<file path="src/rtl/mj32_pkg.sv">
// Shared MJ32 decode types: ALU op codes, major opcodes and the decoded-entry record
// passed from the combinational decoder into the decode-stage buffer.
package mj32_pkg;

    localparam logic [6:0] OPC_OP        = 7'b0110011;
    localparam logic [6:0] OPC_OP_IMM    = 7'b0010011;
    localparam logic [6:0] OPC_OP_32     = 7'b0111011;
    localparam logic [6:0] OPC_OP_IMM_32 = 7'b0011011;

    localparam logic [6:0] F7_BASE   = 7'b0000000;
    localparam logic [6:0] F7_ALT    = 7'b0100000;
    localparam logic [6:0] F7_MULDIV = 7'b0000001;

    typedef enum logic [4:0] {
        ALU_NONE   = 5'd0,
        ALU_ADD    = 5'd1,
        ALU_SUB    = 5'd2,
        ALU_SLL    = 5'd3,
        ALU_SLT    = 5'd4,
        ALU_SLTU   = 5'd5,
        ALU_XOR    = 5'd6,
        ALU_SRL    = 5'd7,
        ALU_SRA    = 5'd8,
        ALU_OR     = 5'd9,
        ALU_AND    = 5'd10,
        ALU_MUL    = 5'd11,
        ALU_MULH   = 5'd12,
        ALU_MULHSU = 5'd13,
        ALU_MULHU  = 5'd14,
        ALU_DIV    = 5'd15,
        ALU_DIVU   = 5'd16,
        ALU_REM    = 5'd17,
        ALU_REMU   = 5'd18
    } alu_op_t;

    // imm keeps only the raw 12-bit I-immediate; widening to XLEN happens at the stage output
    typedef struct packed {
        alu_op_t    op;
        logic [4:0] rd;
        logic [4:0] rs1;
        logic [4:0] rs2;
        logic [11:0] imm;
        logic       use_imm;
        logic       is_word;
        logic       illegal;
    } alu_dec_t;

    localparam alu_dec_t DEC_RESET = '{op: ALU_NONE, rd: 5'd0, rs1: 5'd0, rs2: 5'd0,
                                       imm: 12'd0, use_imm: 1'b0, is_word: 1'b0,
                                       illegal: 1'b0};

    function automatic alu_op_t base_op(input logic [2:0] funct3);
        case (funct3)
            3'b000:  return ALU_ADD;
            3'b001:  return ALU_SLL;
            3'b010:  return ALU_SLT;
            3'b011:  return ALU_SLTU;
            3'b100:  return ALU_XOR;
            3'b101:  return ALU_SRL;
            3'b110:  return ALU_OR;
            default: return ALU_AND;
        endcase
    endfunction

    function automatic alu_op_t muldiv_op(input logic [2:0] funct3);
        case (funct3)
            3'b000:  return ALU_MUL;
            3'b001:  return ALU_MULH;
            3'b010:  return ALU_MULHSU;
            3'b011:  return ALU_MULHU;
            3'b100:  return ALU_DIV;
            3'b101:  return ALU_DIVU;
            3'b110:  return ALU_REM;
            default: return ALU_REMU;
        endcase
    endfunction

endpackage

</file>
<file path="src/rtl/alu_decode_stage_if.sv">
// Fetch-side instruction handshake and execute-side decoded-entry handshake of the
// ALU decode stage. master = surrounding pipeline, slave = the decode stage.
interface alu_decode_stage_if import mj32_pkg::*; #(
    parameter int XLEN = 32
);
    logic            in_valid;
    logic [31:0]     in_instr;
    logic            in_ready;
    logic            out_valid;
    logic            out_ready;
    alu_op_t         out_op;
    logic [4:0]      out_rd;
    logic [4:0]      out_rs1;
    logic [4:0]      out_rs2;
    logic [XLEN-1:0] out_imm;
    logic            out_use_imm;
    logic            out_is_word;
    logic            out_illegal;

    modport master (
        output in_valid, in_instr, out_ready,
        input  in_ready, out_valid, out_op, out_rd, out_rs1, out_rs2,
               out_imm, out_use_imm, out_is_word, out_illegal
    );

    modport slave (
        input  in_valid, in_instr, out_ready,
        output in_ready, out_valid, out_op, out_rd, out_rs1, out_rs2,
               out_imm, out_use_imm, out_is_word, out_illegal
    );
endinterface

</file>
<file path="src/rtl/alu_op_decoder.sv">
// Combinational MJ32 ALU decoder for OP, OP-IMM, OP-32 and OP-IMM-32.
// Anything it does not recognise comes out as ALU_NONE with illegal set.
module alu_op_decoder import mj32_pkg::*; #(
    parameter int XLEN     = 32,
    parameter bit ENABLE_M = 1'b1
) (
    input  logic [31:0] instr,
    output alu_dec_t    dec
);

    logic [6:0] opcode;
    logic [6:0] funct7;
    logic [5:0] funct6;
    logic [2:0] funct3;
    logic       shamt_ok;
    logic       legal;
    alu_op_t    op;
    logic       use_imm;
    logic       is_word;

    assign opcode = instr[6:0];
    assign funct3 = instr[14:12];
    assign funct7 = instr[31:25];
    assign funct6 = instr[31:26];
    // instr[25] is shamt[5] on RV64 and must stay clear on RV32
    assign shamt_ok = (XLEN == 64) || !instr[25];

    always_comb begin
        // NOTE: every combinational output gets a default first so no path infers a latch.
        op      = ALU_NONE;
        use_imm = 1'b0;
        is_word = 1'b0;

        case (opcode)
            OPC_OP: begin
                case (funct7)
                    F7_BASE: op = base_op(funct3);
                    F7_ALT: begin
                        if (funct3 == 3'b000)      op = ALU_SUB;
                        else if (funct3 == 3'b101) op = ALU_SRA;
                    end
                    F7_MULDIV: if (ENABLE_M) op = muldiv_op(funct3);
                    default: ;
                endcase
            end

            OPC_OP_IMM: begin
                use_imm = 1'b1;
                case (funct3)
                    3'b001: if (shamt_ok && funct6 == 6'b000000) op = ALU_SLL;
                    3'b101: begin
                        if (shamt_ok && funct6 == 6'b000000)      op = ALU_SRL;
                        else if (shamt_ok && funct6 == 6'b010000) op = ALU_SRA;
                    end
                    default: op = base_op(funct3);
                endcase
            end

            OPC_OP_32: begin
                if (XLEN == 64) begin
                    is_word = 1'b1;
                    case ({funct7, funct3})
                        {F7_BASE, 3'b000}: op = ALU_ADD;
                        {F7_ALT,  3'b000}: op = ALU_SUB;
                        {F7_BASE, 3'b001}: op = ALU_SLL;
                        {F7_BASE, 3'b101}: op = ALU_SRL;
                        {F7_ALT,  3'b101}: op = ALU_SRA;
                        {F7_MULDIV, 3'b000}, {F7_MULDIV, 3'b100}, {F7_MULDIV, 3'b101},
                        {F7_MULDIV, 3'b110}, {F7_MULDIV, 3'b111}:
                            if (ENABLE_M) op = muldiv_op(funct3);
                        default: ;
                    endcase
                end
            end

            OPC_OP_IMM_32: begin
                if (XLEN == 64) begin
                    use_imm = 1'b1;
                    is_word = 1'b1;
                    case (funct3)
                        3'b000: op = ALU_ADD;
                        3'b001: if (funct7 == F7_BASE) op = ALU_SLL;
                        3'b101: begin
                            if (funct7 == F7_BASE)     op = ALU_SRL;
                            else if (funct7 == F7_ALT) op = ALU_SRA;
                        end
                        default: ;
                    endcase
                end
            end

            default: ;
        endcase

        legal       = (op != ALU_NONE);
        dec.op      = op;
        dec.rd      = instr[11:7];
        dec.rs1     = instr[19:15];
        dec.rs2     = instr[24:20];
        dec.imm     = (legal && use_imm) ? instr[31:20] : 12'd0;
        dec.use_imm = legal && use_imm;
        dec.is_word = legal && is_word;
        dec.illegal = !legal;
    end

endmodule

</file>
<file path="src/rtl/alu_decode_stage.sv">
// MJ32 ALU decode stage: combinational decoder feeding a two-entry (main + skid)
// buffer so in_ready comes straight from a register.
module alu_decode_stage import mj32_pkg::*; #(
    parameter int XLEN     = 32,
    parameter bit ENABLE_M = 1'b1
) (
    input  logic               clk,
    input  logic               rst,
    input  logic               flush,
    alu_decode_stage_if.slave  bus
);

    alu_dec_t   dec;
    alu_dec_t   main_q;
    alu_dec_t   skid_q;
    logic [1:0] count_q;
    logic [1:0] count_d;
    logic       out_valid_q;
    logic       in_ready_q;
    logic       push;
    logic       pop;

    alu_op_decoder #(
        .XLEN     (XLEN),
        .ENABLE_M (ENABLE_M)
    ) u_decoder (
        .instr (bus.in_instr),
        .dec   (dec)
    );

    assign push = bus.in_valid && in_ready_q;
    assign pop  = out_valid_q && bus.out_ready;

    always_comb begin
        count_d = count_q;
        if (push && !pop)      count_d = count_q + 2'd1;
        else if (pop && !push) count_d = count_q - 2'd1;
    end

    always_ff @(posedge clk) begin
        if (rst) begin
            // NOTE: payload is reset as well, so after rst every out_* is defined, not stale.
            count_q     <= 2'd0;
            out_valid_q <= 1'b0;
            in_ready_q  <= 1'b1;
            main_q      <= DEC_RESET;
            skid_q      <= DEC_RESET;
        end else if (flush) begin
            count_q     <= 2'd0;
            out_valid_q <= 1'b0;
            in_ready_q  <= 1'b1;
        end else begin
            // NOTE: non-blocking updates let main_q take skid_q's pre-edge value in the same edge.
            count_q     <= count_d;
            out_valid_q <= (count_d != 2'd0);
            in_ready_q  <= (count_d != 2'd2);
            // a full buffer never accepts, so push with pop always means count_q == 1
            if (push && (count_q == 2'd0 || pop)) main_q <= dec;
            else if (pop && count_q == 2'd2)      main_q <= skid_q;
            if (push && !pop && count_q == 2'd1)  skid_q <= dec;
        end
    end

    assign bus.in_ready    = in_ready_q;
    assign bus.out_valid   = out_valid_q;
    assign bus.out_op      = main_q.op;
    assign bus.out_rd      = main_q.rd;
    assign bus.out_rs1     = main_q.rs1;
    assign bus.out_rs2     = main_q.rs2;
    assign bus.out_imm     = {{(XLEN-12){main_q.imm[11]}}, main_q.imm};
    assign bus.out_use_imm = main_q.use_imm;
    assign bus.out_is_word = main_q.is_word;
    assign bus.out_illegal = main_q.illegal;

endmodule

</file>
<file path="src/flat_wrapper.sv">
// flat-port wrapper written by rule: the top's interface ports become plain ports
module alu_decode_stage_flat import mj32_pkg::*;
#(
    parameter int XLEN     = 32,
    parameter bit ENABLE_M = 1'b1
)
  (clk, rst, flush, bus_in_valid, bus_in_instr, bus_out_ready, bus_in_ready, bus_out_valid, bus_out_op, bus_out_rd, bus_out_rs1, bus_out_rs2, bus_out_imm, bus_out_use_imm, bus_out_is_word, bus_out_illegal);
  alu_decode_stage_if #(.XLEN(XLEN)) bus_i ();
  input  logic clk;
  input  logic rst;
  input  logic flush;
  input wire logic [$bits(bus_i.in_valid)-1:0] bus_in_valid;
  input wire logic [$bits(bus_i.in_instr)-1:0] bus_in_instr;
  input wire logic [$bits(bus_i.out_ready)-1:0] bus_out_ready;
  output wire logic [$bits(bus_i.in_ready)-1:0] bus_in_ready;
  output wire logic [$bits(bus_i.out_valid)-1:0] bus_out_valid;
  output wire logic [$bits(bus_i.out_op)-1:0] bus_out_op;
  output wire logic [$bits(bus_i.out_rd)-1:0] bus_out_rd;
  output wire logic [$bits(bus_i.out_rs1)-1:0] bus_out_rs1;
  output wire logic [$bits(bus_i.out_rs2)-1:0] bus_out_rs2;
  output wire logic [$bits(bus_i.out_imm)-1:0] bus_out_imm;
  output wire logic [$bits(bus_i.out_use_imm)-1:0] bus_out_use_imm;
  output wire logic [$bits(bus_i.out_is_word)-1:0] bus_out_is_word;
  output wire logic [$bits(bus_i.out_illegal)-1:0] bus_out_illegal;
  assign bus_i.in_valid = bus_in_valid;
  assign bus_i.in_instr = bus_in_instr;
  assign bus_i.out_ready = bus_out_ready;
  assign bus_in_ready = bus_i.in_ready;
  assign bus_out_valid = bus_i.out_valid;
  assign bus_out_op = bus_i.out_op;
  assign bus_out_rd = bus_i.out_rd;
  assign bus_out_rs1 = bus_i.out_rs1;
  assign bus_out_rs2 = bus_i.out_rs2;
  assign bus_out_imm = bus_i.out_imm;
  assign bus_out_use_imm = bus_i.out_use_imm;
  assign bus_out_is_word = bus_i.out_is_word;
  assign bus_out_illegal = bus_i.out_illegal;
  alu_decode_stage #(.XLEN(XLEN), .ENABLE_M(ENABLE_M)) u_core (.clk(clk), .rst(rst), .flush(flush), .bus(bus_i));
endmodule
</file>
<file path="config.mk">
export PLATFORM = sky130hd
export DESIGN_NAME = alu_decode_stage_flat
export DESIGN_NICKNAME = d
export VERILOG_FILES = /design/src/rtl/mj32_pkg.sv /design/src/rtl/alu_decode_stage_if.sv /design/src/rtl/alu_op_decoder.sv /design/src/rtl/alu_decode_stage.sv /design/src/flat_wrapper.sv
export SDC_FILE = /design/constraint.sdc
export NUM_CORES = 1
export LEC_CHECK = 0
export ABC_AREA = 1
export CORE_MARGIN = 2
export CORE_UTILIZATION = 35
export DETAILED_ROUTE_END_ITERATION = 8
export GPL_ROUTABILITY_DRIVEN = 0
export PLACE_DENSITY = 0.72
export SLEW_MARGIN = 25
export SYNTH_ARGS = -nofsm -noshare
export SYNTH_HDL_FRONTEND = slang
export SYNTH_SLANG_ARGS = --single-unit
</file>
<file path="constraint.sdc">
create_clock -name clk -period 2 [get_ports clk]
set_input_delay 0.6 -clock clk [delete_from_list [all_inputs] [get_ports clk]]
set_output_delay 0.6 -clock clk [all_outputs]
set_load 0.005 [all_outputs]
</file>
==> impl_summary.md <==
Logic synthesis
The post-synth net total is 561. Sorting the synthesized cells by area gives the leading types as sky130_fd_sc_hd__dfxtp_1 (39%), sky130_fd_sc_hd__nand2_1 (15%), sky130_fd_sc_hd__a21oi_1 (7.0%). The number of distinct standard cells referenced by the synthesized netlist is 29. The number of synthesized flops with an enable pin is 0. Of all cell types, the one taking the most synthesized area is sky130_fd_sc_hd__dfxtp_1. Yosys printed 0 warnings. For this run, the register share of the synthesized area comes to 0.394. The share of synthesized area in the top cell type comes to 0.394. In this run the cell area of the synthesized design comes to 3660 µm².

The gate count of the mapped netlist is 517. After synthesis, the share of flip-flops with an asynchronous set or reset is 0. The mean cell area of the mapped netlist is 7.08 µm². The synthesis-stage register bit count is a little over 70. The main flop type after synthesis is sky130_fd_sc_hd__dfxtp_1.

Timing
Between clock sinks in the finished design, the worst skew comes to 0.0126 ns. The final number of max-transition violations is 0. Setup repair after global routing could not meet its margin everywhere. Derived from the worst setup path, the maximum achievable clock frequency is 497 MHz. The final setup violation count is 3. The number of endpoints with negative hold slack in the final report is 0. The portion of the clock cycle consumed by the worst path in the final layout is 1.01. The final worst setup slack is -0.0127 ns. The minimum clock period after layout is 2.01 ns.

Clocking
The post-cts hold buffer count is 0. The clock reaches the later pin of the worst-skew pair after 0.35 ns. TritonCTS built the clock tree. The register clock-pin slew on the reported worst setup and hold paths is 0.09 ns. The total clock sinks is 72. The master cell of the clock root buffer is sky130_fd_sc_hd__clkbuf_8. The maximum level of the CTS H-tree is 3. The clock passes through at most 2 buffers. Clock tree synthesis inserted a total of 9 buffers.

Placed design
The count of port buffers added during placement is 92. The final HPWL from detailed placement is 6780 µm. The total placed cells including tap cells is 734.

The placed instances occupy a cell area of 4810 µm².

Setup path
The logic depth of the worst register-to-register path is 10. In this run the critical register-to-register path is captured at u_core.bus.out_imm[11]. The longest individual stage delay on the worst path is roughly 0.17 ns. In this design, the critical path's most frequently occurring cell is sky130_fd_sc_hd__nand2_4. The type of the worst setup path is primary input to register. Of all nets on the critical path, the largest fanout is 5. On the critical path, the stage with the largest delay is an instance of sky130_fd_sc_hd__nor2_4. The setup check on the worst reg-to-reg path leaves a slack of 0.33 ns. The signal arrival time at the worst endpoint is 2.31 ns.

The most critical setup path has its startpoint at bus_in_instr[13]. The critical path goes through buf_8 -> buf_6 -> nand2_4 -> nor2_2 -> nor2_1 -> nand2_1 -> nand3_2 -> nand2_2 -> nand2_1 -> nand2_2 -> nor2_4 -> nand2_4 -> nand2_4 -> buf_6 -> nor2_4 -> buf_6 -> nand2_4 -> a21oi_2. The startpoint of the worst-slack reg-to-reg timing path is u_core.count_q[0]. The worst setup path is launched from a primary input.

The critical path capture point type is a register. At the worst endpoint, the required time is between 2 and 2.5 ns. The capturing instance or port of the critical path is u_core.bus.out_imm[4].

Floorplanning
After floorplanning, the core was sized to cover 10200 µm². In this run the core area contains 37 standard-cell rows. The width of the chip is 106 µm. The height of the die is 106 µm. During I/O placement, the number of pins put on the boundary was 94. The effective utilization at floorplan is 0.358. The die footprint is between 10000 and 15000 µm².

Routing
The number of DRC markers after the initial detailed-route iteration is 209. The iteration count of the initial detailed-routing pass is 6. For this block, the routed nets add up to 10200 µm of wire.

The post-detailed-route wirelength per cell is 13.3 µm. In this run the remaining antenna-violating nets after routing total 0. The total number of vias is approximately 3700. The per-cell via count in the routed design is 4.85. The number of DRC violations after detailed routing is 0.

GRT
In the global route stage, overall resource usage came out at 0.176. The pin count of the biggest net entering global routing is 36. The total overflow reported by the global router is 0. The wire length of the first global-routing pass is 16300 µm. The number of antenna violations at the first check in global routing is 0. The via count of the first global-routing pass was 3623.

Outcome
The flow ran to the end, but the final reports show violations. The checks that failed: negative setup slack.

Layout
The net count of the finished layout is 675. The repair_antennas step left the layout with diodes totalling 0. Once layout is done, the placed cells without fillers occupy 5370 µm². Compared with the post-synthesis result, the final layout area differs by 46.6%.

Once layout is complete, the cells apart from fillers number a little under 800. Of the cells placed in the final design, the portion with a size suffix greater than 1 is 0.292. The count of filler cells inserted in the layout is 910.

Power
The switching share of power is 0.279. The internal power of the cells totals roughly 2.4 mW. Summed over all cells, the static leakage comes to 2.19 nW. The analysis attributes to net switching a power of 0.920 mW.

The sequential share of power is 0.460. The largest vdd supply drop is about 0.37 mV. The combinational share of power is 0.194. The power per cell area is 616 nW/µm².

Of the total power, the clock network draws 0.346.

Worst hold path
The min-delay analysis places its worst path in the category register to register.

Run
Max-cap violations in this run came to 0.
## cell families (layout without fill, tap and decap cells)
| family | count (synthesis) | in the layout | share of synthesized area |
|---|---|---|---|
| compound gates | 120 | 120 | 0.184 |
| xor+xnor | 1 | 1 | 0.00239 |
| fa+ha+maj | 7 | 7 | 0.0239 |
| buf+inv | 82 | 201 | 0.110 |
| flops | 72 | 72 | 0.394 |
| mux | 1 | 1 | 0.00308 |
| other cells | 1 | 1 | 0.00102 |
| simple gates | 233 | 233 | 0.282 |
## power groups by stage
stage	Sequential [mW]	Combinational [mW]	Clock (mW)
global route	1.53	0.696	1.23
global placement	1.55	0.594	0
finish	1.52	0.640	1.14
detailed placement	1.55	0.604	0
CTS	1.52	0.612	1.16
floorplan	1.56	0.282	0
## stage by stage
step	hold WS (ns)	setup slack (ns)	util	total power, mW	TNS, ns
5_1_grt	0.486	-0.0842	0.525	3.45	-0.730
2_1_floorplan	0.426	-0.00425	-	1.84	-0.00425
3_3_place_gp	0.437	-0.680	0.471	2.15	-23.65
4_1_cts	0.460	0.0000324	0.507	3.29	0
6_report	0.458	-0.0127	0.525	3.30	-0.0282
3_5_place_dp	0.448	-0.713	0.471	2.16	-25.88
## area by class of cell
cell class / count / area [µm²] / area share
Clock buffer: 9 / 124 / 0.0231
Timing Repair Buffer: 150 / 1390 / 0.258
Tap cell: 136 / 170 / 0.0317
Clock inverter: 7 / 70.1 / 0.0131
Sequential cell: 72 / 1440 / 0.269
Inverter: 35 / 141 / 0.0263
Multi-Input combinational cell: 363 / 2030 / 0.379
## how the worst min path moves through the flow
| stage | endpoint | slack [ns] | cells past startpoint | start |
|---|---|---|---|---|
| final | u_core.skid_q[15] | 0.46 | 2 | u_core.skid_q[15] |
| after global routing | u_core.skid_q[23] | 0.49 | 2 | u_core.skid_q[23] |
| after CTS | u_core.skid_q[15] | 0.46 | 2 | u_core.skid_q[15] |
| after detailed placement | u_core.skid_q[15] | 0.45 | 2 | u_core.skid_q[15] |
| after global placement | u_core.skid_q[15] | 0.44 | 2 | u_core.skid_q[15] |
| after floorplan | u_core.skid_q[15] | 0.43 | 2 | u_core.skid_q[15] |
## registers in the layout, indices dropped and copies added, names as in the netlist
signal,count
u_core.bus.in_ready,1
u_core.bus.out_illegal,1
u_core.bus.out_imm,12
u_core.bus.out_op,5
u_core.bus.out_rd,5
u_core.bus.out_rs1,5
u_core.bus.out_rs2,5
u_core.bus.out_use_imm,1
u_core.bus.out_valid,1
u_core.count_q,2
u_core.skid_q,34
## cells in the mapped netlist (8+ instances only)
library cell and count:
sky130_fd_sc_hd__nor2_1 32, sky130_fd_sc_hd__nand2_1 144, sky130_fd_sc_hd__inv_1 27, sky130_fd_sc_hd__buf_4 22
sky130_fd_sc_hd__nand2_2 15, sky130_fd_sc_hd__a21oi_2 11, sky130_fd_sc_hd__a21oi_1 51, sky130_fd_sc_hd__inv_2 8
sky130_fd_sc_hd__o21ai_0 38, sky130_fd_sc_hd__dfxtp_1 72, sky130_fd_sc_hd__a31oi_1 15, sky130_fd_sc_hd__clkbuf_1 23
sky130_fd_sc_hd__nand3_1 25
## placed cells by master, fill, tap and decap left out, drive strengths merged, types with 2 or more instances in the layout
master	instances
dlygate4sd2	2
clkbuf	20
nor3	2
buf	64
nand2	161
dfxtp	72
a21oi	62
ha	7
clkdlybuf4s50	72
inv	36
nor2	42
clkinv	4
o21ai	38
nand3	26
o21bai	4
a31oi	15
## layer usage
metal  part of all wire  global-route usage  vias to the layer above
met5                  0                   0                        -
met4              0.023              0.0630                        0
met3              0.034              0.0325                       22
met2               0.51               0.311                       86
met1               0.43               0.213                     1753
li1                   -                   -                     1884
## what timing repair did
| item | CTS | global route |
|---|---|---|
| resized for setup | 70 | 71 |
| cloned | 0 | 1 |
| endpoints found under the setup margin | 49 | 56 |
| pin swaps | 33 | 33 |
| buffers inserted | 13 | 9 |
## worst max-delay path, delay by kind of cell
family                 cells  cell delay, ns
AOI/OAI and AO/OA          1            0.13
buffers and inverters      4            0.47
and+or+nand+nor           13            1.10
Power figures use the tool's default switching activity.
